===== src/rtl/sensor_debounce_scheduler.sv =====
// Multi-channel debouncer: one shared engine scans channels round-robin and
// queues one pending event per channel, presented over a valid/ack handshake.
module sensor_debounce_scheduler #(
  parameter int CHANNELS     = 4,
  parameter int STABLE_SCANS = 255
) (
  input  logic                clk,
  input  logic                reset,
  input  logic [CHANNELS-1:0] noisy,
  input  logic                enable,
  output logic [CHANNELS-1:0] debounced,
  output logic                event_valid,
  output logic [2:0]          event_channel,
  output logic                event_level,
  input  logic                event_ack,
  output logic [CHANNELS-1:0] overrun
);

  localparam int              IW       = (CHANNELS <= 2) ? 1 : $clog2(CHANNELS);
  localparam logic [0:0]      S_IDLE    = 1'b0;
  localparam logic [0:0]      S_PRESENT = 1'b1;
  localparam logic [7:0]      CNT_LAST  = 8'(STABLE_SCANS - 1);
  localparam logic [IW-1:0]   IDX_LAST  = IW'(CHANNELS - 1);
  localparam logic [IW:0]     CH_W      = (IW + 1)'(CHANNELS);

  logic [CHANNELS-1:0] r_sync1;
  logic [CHANNELS-1:0] r_sync2;
  logic [IW-1:0]       r_scan_idx;
  logic [7:0]          r_cnt [CHANNELS];
  logic [CHANNELS-1:0] r_deb;
  logic [CHANNELS-1:0] r_pending;
  logic [CHANNELS-1:0] r_pend_level;
  logic [CHANNELS-1:0] r_overrun;
  logic [0:0]          r_state;
  logic [IW-1:0]       r_rr_ptr;
  logic [IW-1:0]       r_ev_ch;
  logic                r_ev_lvl;
  logic                r_ev_vld;

  logic                w_grant_vld;
  logic [IW-1:0]       w_grant_ch;
  logic [IW:0]         w_sum;
  logic                w_grant_fire;
  logic [CHANNELS-1:0] w_grant_oh;
  logic [CHANNELS-1:0] w_accept;

  // Reverse walk so the nearest pending channel at or above rr_ptr wins.
  always_comb begin
    w_grant_vld = 1'b0;
    w_grant_ch  = '0;
    w_sum       = '0;
    for (int i = CHANNELS - 1; i >= 0; i--) begin
      w_sum = {1'b0, r_rr_ptr} + (IW + 1)'(i);
      if (w_sum >= CH_W) w_sum = w_sum - CH_W;
      if (r_pending[w_sum[IW-1:0]]) begin
        w_grant_vld = 1'b1;
        w_grant_ch  = w_sum[IW-1:0];
      end
    end
  end

  assign w_grant_fire = (r_state == S_IDLE) && w_grant_vld;

  always_comb begin
    w_grant_oh = '0;
    w_accept   = '0;
    for (int c = 0; c < CHANNELS; c++) begin
      w_grant_oh[c] = w_grant_fire && (w_grant_ch == IW'(c));
      w_accept[c]   = enable && (r_scan_idx == IW'(c)) &&
                      (r_sync2[c] != r_deb[c]) && (r_cnt[c] == CNT_LAST);
    end
  end

  always_ff @(posedge clk) begin
    if (!reset) begin
      r_sync1      <= '0;
      r_sync2      <= '0;
      r_scan_idx   <= '0;
      r_deb        <= '0;
      r_pending    <= '0;
      r_pend_level <= '0;
      r_overrun    <= '0;
      for (int c = 0; c < CHANNELS; c++) r_cnt[c] <= '0;
    end else begin
      r_sync1 <= noisy;
      r_sync2 <= r_sync1;
      if (enable) r_scan_idx <= (r_scan_idx == IDX_LAST) ? '0 : r_scan_idx + IW'(1);
      for (int c = 0; c < CHANNELS; c++) begin
        if (enable && (r_scan_idx == IW'(c))) begin
          if (r_sync2[c] == r_deb[c]) begin
            r_cnt[c] <= '0;
          end else if (r_cnt[c] == CNT_LAST) begin
            r_deb[c] <= r_sync2[c];
            r_cnt[c] <= '0;
          end else begin
            r_cnt[c] <= r_cnt[c] + 8'd1;
          end
        end
        // A fresh acceptance beats a same-cycle grant; the grant carries the old level.
        if (w_accept[c]) begin
          r_pending[c]    <= 1'b1;
          r_pend_level[c] <= r_sync2[c];
          if (r_pending[c] && !w_grant_oh[c]) r_overrun[c] <= 1'b1;
        end else if (w_grant_oh[c]) begin
          r_pending[c] <= 1'b0;
        end
      end
    end
  end

  always_ff @(posedge clk) begin
    if (!reset) begin
      r_state  <= S_IDLE;
      r_rr_ptr <= '0;
      r_ev_ch  <= '0;
      r_ev_lvl <= 1'b0;
      r_ev_vld <= 1'b0;
    end else begin
      case (r_state)
        S_IDLE: begin
          if (w_grant_vld) begin
            r_ev_ch  <= w_grant_ch;
            r_ev_lvl <= r_pend_level[w_grant_ch];
            r_ev_vld <= 1'b1;
            r_state  <= S_PRESENT;
          end
        end
        default: begin
          if (event_ack) begin
            r_ev_vld <= 1'b0;
            r_rr_ptr <= (r_ev_ch == IDX_LAST) ? '0 : r_ev_ch + IW'(1);
            r_state  <= S_IDLE;
          end
        end
      endcase
    end
  end

  assign debounced     = r_deb;
  assign overrun       = r_overrun;
  assign event_valid   = r_ev_vld;
  assign event_channel = 3'(r_ev_ch);
  assign event_level   = r_ev_lvl;

endmodule


===== config.mk =====
export PLATFORM = sky130hd
export DESIGN_NAME = sensor_debounce_scheduler
export DESIGN_NICKNAME = d
export VERILOG_FILES = /design/src/rtl/sensor_debounce_scheduler.sv
export SDC_FILE = /design/constraint.sdc
export NUM_CORES = 1
export LEC_CHECK = 0
export CAP_MARGIN = 20
export CORE_ASPECT_RATIO = 1.5
export CORE_MARGIN = 2
export CORE_UTILIZATION = 58
export CTS_CLUSTER_SIZE = 14
export DETAILED_ROUTE_END_ITERATION = 8
export PLACE_DENSITY = 0.85
export SETUP_SLACK_MARGIN = 0.2
export SYNTH_ARGS = -nofsm -noshare
export SYNTH_HDL_FRONTEND = slang
export SYNTH_SLANG_ARGS = --single-unit

===== constraint.sdc =====
create_clock -name clk -period 3.75 [get_ports clk]
set_input_delay 0.75 -clock clk [delete_from_list [all_inputs] [get_ports clk]]
set_output_delay 0.75 -clock clk [all_outputs]
set_load 0.01 [all_outputs]

==> results of run 1 <==
cells in the mapped netlist:
cell	count	share of area
nand4_1	4	0.0085
nor2_1	46	0.059
and3_2	1	0.0026
nand3_1	23	0.039
and4_1	6	0.018
nor3b_1	1	0.0026
and2_1	8	0.017
xor2_1	14	0.042
ha_1	13	0.055
and3_1	5	0.011
a21o_2	1	0.0030
buf_4	1	0.0026
clkbuf_1	4	0.0051
nand2_1	32	0.041
nor4_2	1	0.0042
dfxtp_1	29	0.20
a32oi_1	1	0.0030
buf_2	1	0.0017
nand3b_1	1	0.0026
nand2_2	1	0.0021
buf_1	1	0.0013
mux2i_1	8	0.027
o221ai_2	1	0.0051
nand2b_1	1	0.0021
or2_0	1	0.0021
conb_1	1	0.0013
o31ai_2	1	0.0042
edfxtp_1	32	0.33
o21ai_1	7	0.012
xnor2_1	15	0.045
inv_1	9	0.011
a21oi_1	6	0.010
a221oi_4	1	0.0089
o22ai_1	1	0.0021
o21ai_2	1	0.0030
nor4b_4	1	0.0081
nor3_1	7	0.012
or3_1	1	0.0021
state kept, by name, summed over array words and instances, names as in the netlist:
signal       cells
debounced        4
event_level      1
event_valid      1
overrun          4
r_cnt           32
r_ev_ch          2
r_pending        4
r_rr_ptr         2
r_scan_idx       2
r_state          1
r_sync1          4
r_sync2          4
power by group:
| part | switching, mW | internal, mW | total, mW |
|---|---|---|---|
| Clock | 0.222 | 0.235 | 0.457 |
| Sequential | 0.0242 | 0.730 | 0.754 |
| Combinational | 0.0393 | 0.0294 | 0.0687 |
layout make-up:
cell class,count,area [um^2]
Clock inverter,3,12.51
Fill cell,366,1504
Inverter,9,33.78
Sequential cell,61,1541
Clock buffer,13,138.9
Timing Repair Buffer,20,197.7
Tap cell,66,82.58
Multi-Input combinational cell,211,1338
worst paths after layout:
check                                           endpoint  slack [ns]                 startpoint
worst max-delay path                        debounced[1]        1.69  debounced[1]$_SDFFE_PN0P_
worst max register to register  event_level$_SDFFE_PN0P_        2.05  r_pending[1]$_SDFFE_PN0P_
worst min register to register     r_sync2[0]$_SDFF_PN0_        0.43      r_sync1[0]$_SDFF_PN0_
worst min-delay path               r_sync2[0]$_SDFF_PN0_        0.43      r_sync1[0]$_SDFF_PN0_
cells in the final DEF (no fill, tap or decap), types with 2 or more instances in the layout:
cell type / Yosys / final
clkinv_1: 0 / 2
clkbuf_8: 0 / 9
and2_1: 8 / 8
clkbuf_1: 4 / 4
and3_1: 5 / 5
nand3_1: 23 / 23
clkdlybuf4s50_1: 0 / 19
a21oi_1: 6 / 6
dfxtp_1: 29 / 29
nand2_1: 32 / 32
nor3_1: 7 / 7
inv_1: 9 / 9
nand4_1: 4 / 4
o21ai_1: 7 / 7
nor2_1: 46 / 46
xnor2_1: 15 / 15
ha_1: 13 / 13
xor2_1: 14 / 14
mux2i_1: 8 / 8
and4_1: 6 / 6
edfxtp_1: 32 / 32
logic make-up (layout without fill, tap and decap cells):
| logic type | Yosys count | after routing |
|---|---|---|
| flip-flops | 61 | 61 |
| buffers and inverters | 16 | 45 |
| AND/OR/NAND/NOR | 140 | 140 |
| XOR/XNOR | 29 | 29 |
| adder cells (fa/ha/maj) | 13 | 13 |
| other | 1 | 1 |
| AO/OA/AOI/OAI | 20 | 20 |
| multiplexers | 8 | 8 |
metrics by stage:
| stage | total power [mW] | instances | util | hold WS, ns | worst slack (ns) |
|---|---|---|---|---|---|
| after detailed placement | 0.8361 | 367 | 0.6586 | 0.4184 | 1.441 |
| after global placement | 0.8304 | 367 | 0.6586 | 0.4145 | 1.487 |
| after global routing | 1.345 | 383 | 0.6898 | 0.4512 | 1.638 |
| final | 1.280 | 383 | 0.6898 | 0.4341 | 1.691 |
| after floorplan | 0.8113 | 288 | - | 0.4119 | 1.976 |
| after CTS | 1.290 | 383 | 0.6898 | 0.4319 | 1.677 |
per-layer routing:
| metal | share of wire | vias up | GRT usage |
|---|---|---|---|
| li1 | - | 1047 | - |
| met1 | 0.43 | 966 | 0.2376 |
| met2 | 0.51 | 38 | 0.3306 |
| met3 | 0.035 | 13 | 0.05948 |
| met4 | 0.024 | 0 | 0.09074 |
| met5 | 0 | - | 0 |
==> results.json, run 1 <==
{
  "io_buffers": 19,
  "synth_xor_area_frac": 0.08627,
  "slew-limit-headroom": 0.6423,
  "grt_max_degree": 31,
  "grt_antenna_before_repair": 0,
  "hpwl_um": 3628,
  "arrival_ns": 1.31,
  "synth-adder-area-share": 0.05525,
  "fmax_mhz": 485.7,
  "path_class": "reg -> out",
  "die_h_um": 91.26,
  "grt_pass1_wl_um": 8776,
  "critPathLaunchType": "flop",
  "syn_nets": 309,
  "cts_resized": 0,
  "cts_tree": "done",
  "cts_buffers": 9,
  "holdPathStages": 1,
  "cpLargestDelayFamily": "buffers and inverters",
  "slew_violations": 0,
  "clk_pin_slew_ns": 0.06,
  "clockBufferDepth": 2,
  "synth-simple-area-share": 0.2329,
  "numClockSinks": 61,
  "nNetsFinal": 333,
  "syn_area_um2": 2944,
  "diodes": 0,
  "cpPeakStageDelay_ns": 0.57,
  "ir_worst_vdd_uv": 339.1,
  "cts-root-buf": "clkbuf_8",
  "synth_mux_area_frac": 0.02720,
  "cts_setup_buffers": 0,
  "routed_wl_um": 4961,
  "fin_area_um2": 3344,
  "overflow": 0,
  "powerDensity_nw_per_um2": 382.7,
  "rsz0062_at_grt": "false",
  "core_area_um2": 4848,
  "placed_cell_area_um2": 3193,
  "place_congestion": 0.7718,
  "status": "finished clean",
  "path_cells": "clkdlybuf4s50_1",
  "post_drt_wl_per_cell_um": 12.95,
  "finalCriticalPeriod_ns": 2.059,
  "clk_latency_ns": 0.33,
  "crit_buf_inv": 1,
  "num_rows": 31,
  "finalHoldViolCount": 0,
  "cap_violations": 0,
  "synth_cell_type_count": 38,
  "p_leak_nw": 1.201,
  "ff2ff_path_depth": 4,
  "worst_slew_pin_slew_ns": 0.5321,
  "cts_hold_buffers": 0,
  "synth_top_family_by_area": "simple AND/OR/NAND/NOR gates",
  "cpMaxStageDelayCell": "clkdlybuf4s50_1",
  "vias_per_cell": 5.389,
  "synthCells": 288,
  "setup_violations": 0,
  "htree_levels": 3,
  "ant_nets": 0,
  "die_w_um": 62.17,
  "skew_ns": 0.006863,
  "track_usage": 0.1992,
  "drtPass1Iterations": 4,
  "pin_count": 21,
  "first_iter_violations": 101,
  "postSynthAreaPerCell_um2": 10.22,
  "start_util": 0.6072,
  "end_kind": "output port",
  "drc": 0,
  "cp_max_fo": 4,
  "synth_compound_area_frac": 0.05142,
  "tns_ns": 0,
  "grt_pass1_vias": 2011,
  "ys_seq_elements": 61,
  "worst-path-stages": 1,
  "vias": 2064,
  "hp-class": "reg -> reg",
  "area_growth_pct": 13.60,
  "fin_crit_sh": 0.5490,
  "drive_above_1_share": 0.06309,
  "crit_required_ns": 3.00,
  "synth.yosys.seq_area_share": 0.5236,
  "dieArea_um2": 5674,
  "ys_warn_count": 0
}
Power figures use the tool's default switching activity.
==> run 2: changes to the inputs <==
clock period = 2 ns   (was 3.75 ns; I/O delays follow)
==> run 2 against run 1 <==
  * Core utilization up 1.4 points
  * Clock-buffer cell count down 1
  * First-iteration DRC count down 55%
  * Critical path depth unchanged
  * Die area unchanged
  * Power up 100%
  * Worst hold slack worse by 0.0014 ns
  * Combinational power up 89%
  * Sequential cell count unchanged
  * Worst setup slack worse by 1.4 ns
==> results.json, run 2 (synthesized netlist as in run 1, its figures left out) <==
{
  "status": "finished clean",
  "overflow": 0,
  "final_common_cell": "nor2_1",
  "ir_worst_vdd_uv": 620.1,
  "cts_resized": 0,
  "rsz0062_at_grt": "false",
  "clockBufferDepth": 2,
  "fmax_mhz": 585.7,
  "worst_slew_pin_slew_ns": 0.5308,
  "largest_register_ffs": 32,
  "fin_crit_sh": 0.8537,
  "timing.hold.ws_ns": 0.4327,
  "arrival_ns": 1.31,
  "numClockSinks": 61,
  "cpMaxStageDelayCell": "clkdlybuf4s50_1",
  "cts-root-buf": "clkbuf_8",
  "cts_buffers": 9,
  "grt_antenna_before_repair": 0,
  "skew_ns": 0.004907,
  "setup_violations": 0,
  "holdCritStartpoint": "r_sync1[1]$_SDFF_PN0_",
  "hpwl_um": 3785,
  "slew_violations": 0,
  "clk_pin_slew_ns": 0.06,
  "drive_above_1_share": 0.08150,
  "cp_max_fo": 4,
  "p_leak_nw": 1.235,
  "first_iter_violations": 45,
  "slew-limit-headroom": 0.6432,
  "grt_pass1_wl_um": 8687,
  "finalHoldViolCount": 0,
  "track_usage": 0.1972,
  "grt_pass1_vias": 2090,
  "area_growth_pct": 15.94,
  "crit_required_ns": 1.60,
  "post_drt_wl_per_cell_um": 13.18,
  "startpoint": "debounced[2]$_SDFFE_PN0P_",
  "cpPeakStageDelay_ns": 0.58,
  "io_buffers": 19,
  "ff2ff_path_depth": 6,
  "grt_max_degree": 31,
  "die_h_um": 91.26,
  "path_cells": "clkdlybuf4s50_1",
  "holdPathStages": 1,
  "core_area_um2": 4848,
  "cts_hold_buffers": 0,
  "worst-path-stages": 1,
  "largest_register": "r_cnt",
  "drtPass1Iterations": 4,
  "die_w_um": 62.17,
  "rrSetupSlack_ns": 0.36,
  "drc": 0,
  "start_util": 0.6072,
  "end_kind": "output port",
  "cts_tree": "done",
  "total_power_mw": 2.594,
  "num_rows": 31,
  "htree_levels": 3,
  "clk_latency_ns": 0.33,
  "pin_count": 21,
  "layout_common_cells": "nor2_1, nand2_1, edfxtp_1",
  "critPathLaunchType": "flop",
  "crit_buf_inv": 1,
  "ant_nets": 0,
  "routed_wl_um": 5074,
  "path_class": "reg -> out",
  "nNetsFinal": 335,
  "num-fill-cells": 367,
  "cpLargestDelayFamily": "buffers and inverters",
  "cap_violations": 0,
  "cts_setup_buffers": 0,
  "dieArea_um2": 5674,
  "diodes": 0,
  "r2r_start": "r_cnt[0][0]$_SDFFCE_PN0P_",
  "vias": 2068,
  "tns_ns": 0,
  "hp-class": "reg -> reg",
  "vias_per_cell": 5.371,
  "powerDensity_nw_per_um2": 759.8,
  "finalCriticalPeriod_ns": 1.707,
  "place_congestion": 0.8076
}
-- run 2: cell types whose count changed in the layout (fill, tap and decap cells not counted) --
cell	delta
buf_12	+1
buf_4	+1
bufinv_16	+1
clkbuf_1	-2
clkbuf_8	+1
clkinv_1	-2
clkinv_2	+1
clkinvlp_4	+1
-- run 2: path summary, 6_finish.rpt --
check | to
hold reg to reg | r_sync2[1]$_SDFF_PN0_
hold / removal | r_sync2[1]$_SDFF_PN0_
setup / recovery | debounced[2]
setup reg to reg | debounced[0]$_SDFFE_PN0P_
-- run 2: layout make-up --
cell class	count	area, um^2	share of cell area
flip-flops and latches	61	1541	0.4516
multi-input cells	211	1338	0.3919
repair buffers	22	225.2	0.06598
clock buffers	12	145.1	0.04252
well taps	66	82.58	0.02419
clock inverters	4	47.55	0.01393
inverters	9	33.78	0.009897
-- run 2: report_power, final --
group          internal [mW]  switching (mW)
logic                 0.0582          0.0720
registers               1.37          0.0448
clock network          0.605           0.445
-- run 2: metrics by stage --
stage	area [um^2]	instances	utilization	worst slack, ns
after floorplan	2944	288	-	0.5615
after global placement	3221	369	0.6643	0.1111
after detailed placement	3221	369	0.6643	0.03131
after CTS	3413	385	0.7040	0.2724
after global routing	3413	385	0.7040	0.2100
final	3413	385	0.7040	0.2927
-- run 2: worst reg2reg max path, stage by stage (launching register included) --
cell and delay, ns:
edfxtp_1 0.44, inv_1 0.09, ha_1 0.14, nand4_1 0.14, nor3_1 0.40, mux2i_1 0.25, nor2_1 0.06
-- run 2: metal layers --
layer	wire, um	track usage
met1	2037	0.2044
met2	2714	0.3524
met3	162	0.04213
met4	160	0.1333
met5	0	0
==> run 3: changes to the inputs <==
ABC_AREA = 1   (was default)
CORE_UTILIZATION = 40   (was 58)
PLACE_DENSITY = 0.64   (was 0.85)
==> run 3 against run 2 <==
  * Largest cell class unchanged
  * Sequential power hardly changed
  * Die area rose by 48%
  * Highest routed layer unchanged
  * Maximum frequency shrank 0.48%
  * Critical path depth did not move
==> results.json, run 3 <==
{
  "synth_top_area_frac": 0.3124,
  "drtPass1Iterations": 4,
  "numClockSinks": 61,
  "cts-root-buf": "clkbuf_16",
  "path_class": "reg -> out",
  "finalCriticalPeriod_ns": 1.716,
  "die_h_um": 111.4,
  "synth_area_leader_cell": "edfxtp_1",
  "area_growth_pct": 20.83,
  "track_usage": 0.1541,
  "clk_latency_ns": 0.33,
  "finalHoldViolCount": 0,
  "postSynthAreaPerCell_um2": 8.380,
  "crit_end": "debounced[2]",
  "worst-path-stages": 1,
  "post_drt_wl_per_cell_um": 11.58,
  "overflow": 0,
  "diodes": 0,
  "placed_cells": 487,
  "nNetsFinal": 417,
  "synth_cell_type_count": 34,
  "largest_register": "r_cnt",
  "utilization": 0.4945,
  "routed_wl_um": 5823,
  "synth.area.top_cells": "edfxtp_1, dfxtp_1, nand2_1",
  "num-fill-cells": 754,
  "start_util": 0.4093,
  "io_buffers": 19,
  "hp-class": "reg -> reg",
  "crit_buf_inv": 1,
  "num_rows": 39,
  "synth.yosys.seq_area_share": 0.5012,
  "ys_warn_count": 0,
  "synth_edf_count": 32,
  "syn_area_um2": 3075,
  "p_leak_nw": 1.561,
  "status": "finished clean",
  "htree_levels": 3,
  "layout_common_cells": "nand2_1, nor2_1, inv_1",
  "cts_tree": "done",
  "clk_pin_slew_ns": 0.05,
  "cts_setup_buffers": 0,
  "skew_ns": 0.006661,
  "final_common_cell": "nand2_1",
  "final_cells": 503,
  "ys_seq_elements": 61,
  "cp_max_fo": 5,
  "rrSetupSlack_ns": 0.38,
  "r2r_start": "r_rr_ptr[0]$_SDFFE_PN0P_",
  "first_iter_violations": 120,
  "rsz0062_at_grt": "false",
  "startpoint": "debounced[2]$_SDFFE_PN0P_",
  "ir_worst_vdd_uv": 457.1,
  "setup_violations": 0,
  "crit_required_ns": 1.60,
  "reg2reg_to": "overrun[0]$_SDFFE_PN0P_",
  "synth.most_common_cell": "nand2_1",
  "critPathLaunchType": "flop",
  "ant_nets": 0,
  "synth_commonest_cells": "nand2_1, nor2_1, inv_1, edfxtp_1, dfxtp_1",
  "path_cells": "clkdlybuf4s50_1",
  "cts_buffers": 9,
  "die_w_um": 75.60,
  "drive_above_1_share": 0.1072,
  "syn_nets": 388,
  "clockBufferDepth": 2,
  "slew_violations": 0,
  "synth_top_flop_cell": "edfxtp_1",
  "place_congestion": 0.8333,
  "pin_count": 21,
  "fmax_mhz": 582.9,
  "largest_register_ffs": 32,
  "core_area_um2": 7515,
  "arrival_ns": 1.32,
  "end_kind": "output port",
  "grt_pass1_vias": 2262,
  "grt_max_degree": 13,
  "ff_latch_area_um2": 1545,
  "cts_hold_buffers": 0,
  "vias": 2372,
  "hpwl_um": 4253,
  "powerDensity_nw_per_um2": 820.5,
  "synthCells": 367,
  "cpPeakStageDelay_ns": 0.57,
  "cap_violations": 0,
  "async_flop_share": 0,
  "grt_pass1_wl_um": 9949,
  "cpMaxStageDelayCell": "clkdlybuf4s50_1",
  "total_power_mw": 3.049,
  "tns_ns": 0,
  "fin_crit_sh": 0.8578,
  "grt_antenna_before_repair": 0,
  "cpLargestDelayFamily": "buffers and inverters",
  "ff2ff_path_depth": 13,
  "dieArea_um2": 8421,
  "vias_per_cell": 4.716,
  "multi_input_area_um2": 1331,
  "drc": 0
}
==> run 3: cell types whose count changed after synthesis, sizes merged, moves of 3 or more <==
cell	previous run	this run
and4	6	0
mux2i	8	0
a21oi	6	15
and2	8	1
xor2	14	11
nand2	33	81
nor2	46	60
xnor2	15	6
and3	6	1
inv	9	51
==> run 3: kinds of logic after synthesis <==
| kind of cell | count (synthesis) | synth area share |
|---|---|---|
| AOI/OAI and AO/OA | 28 | 0.05248 |
| DFF | 61 | 0.5012 |
| and+or+nand+nor | 190 | 0.2701 |
| other | 1 | 0.001219 |
| xor gates and xnor gates | 17 | 0.04841 |
| buffers and inverters | 57 | 0.07364 |
| adders and majority gates | 13 | 0.05289 |
==> run 3: metal layers <==
metal  part of all wire  routed length, um  vias up  track usage
li1                   -                  -     1238            -
met1               0.44               2562     1087       0.1853
met2               0.50               2906       35       0.2441
met3              0.030                175       12      0.04615
met4              0.031                178        0      0.07719
met5                  0                  0        -            0
==> run 3: stage by stage <==
stage / cell area (um^2) / hold slack, ns / setup slack [ns]
2_1_floorplan: 3075 / 0.3905 / 0.5390
3_3_place_gp: 3396 / 0.3974 / -0.01823
3_5_place_dp: 3396 / 0.4022 / -0.08294
4_1_cts: 3689 / 0.4136 / 0.2506
5_1_grt: 3716 / 0.4341 / 0.1713
6_report: 3716 / 0.4107 / 0.2844
==> run 3: final cells by class <==
cell class                      count  area share
Clock buffer                       11     0.06532
Clock inverter                      5     0.01347
Inverter                           51     0.05152
Multi-Input combinational cell    249      0.3583
Sequential cell                    61      0.4158
Tap cell                          102     0.03434
Timing Repair Buffer               24     0.06128
==> run 3: worst min-delay path by stage <==
stage	startpoint	end	slack, ns	cells after the start
floorplan	r_sync1[0]$_SDFF_PN0_	r_sync2[0]$_SDFF_PN0_	0.39	2
global placement	r_sync1[3]$_SDFF_PN0_	r_sync2[3]$_SDFF_PN0_	0.40	2
detailed placement	r_sync1[3]$_SDFF_PN0_	r_sync2[3]$_SDFF_PN0_	0.40	2
CTS	r_sync1[2]$_SDFF_PN0_	r_sync2[2]$_SDFF_PN0_	0.41	2
global route	r_sync1[2]$_SDFF_PN0_	r_sync2[2]$_SDFF_PN0_	0.43	2
finish	r_sync1[1]$_SDFF_PN0_	r_sync2[1]$_SDFF_PN0_	0.41	2
==> run 3: timing repair <==
item | in CTS | in global routing
gates resized for setup | 0 | 8
endpoints found under the setup margin | 0 | 28
endpoints found under the hold margin | 0 | 0
==> run 3: power by group <==
part           internal, mW  total (mW)  switching [mW]
clock network         0.988        1.51           0.526
logic                0.0529       0.128          0.0753
registers              1.37        1.41          0.0395
total                  2.41        3.05           0.641
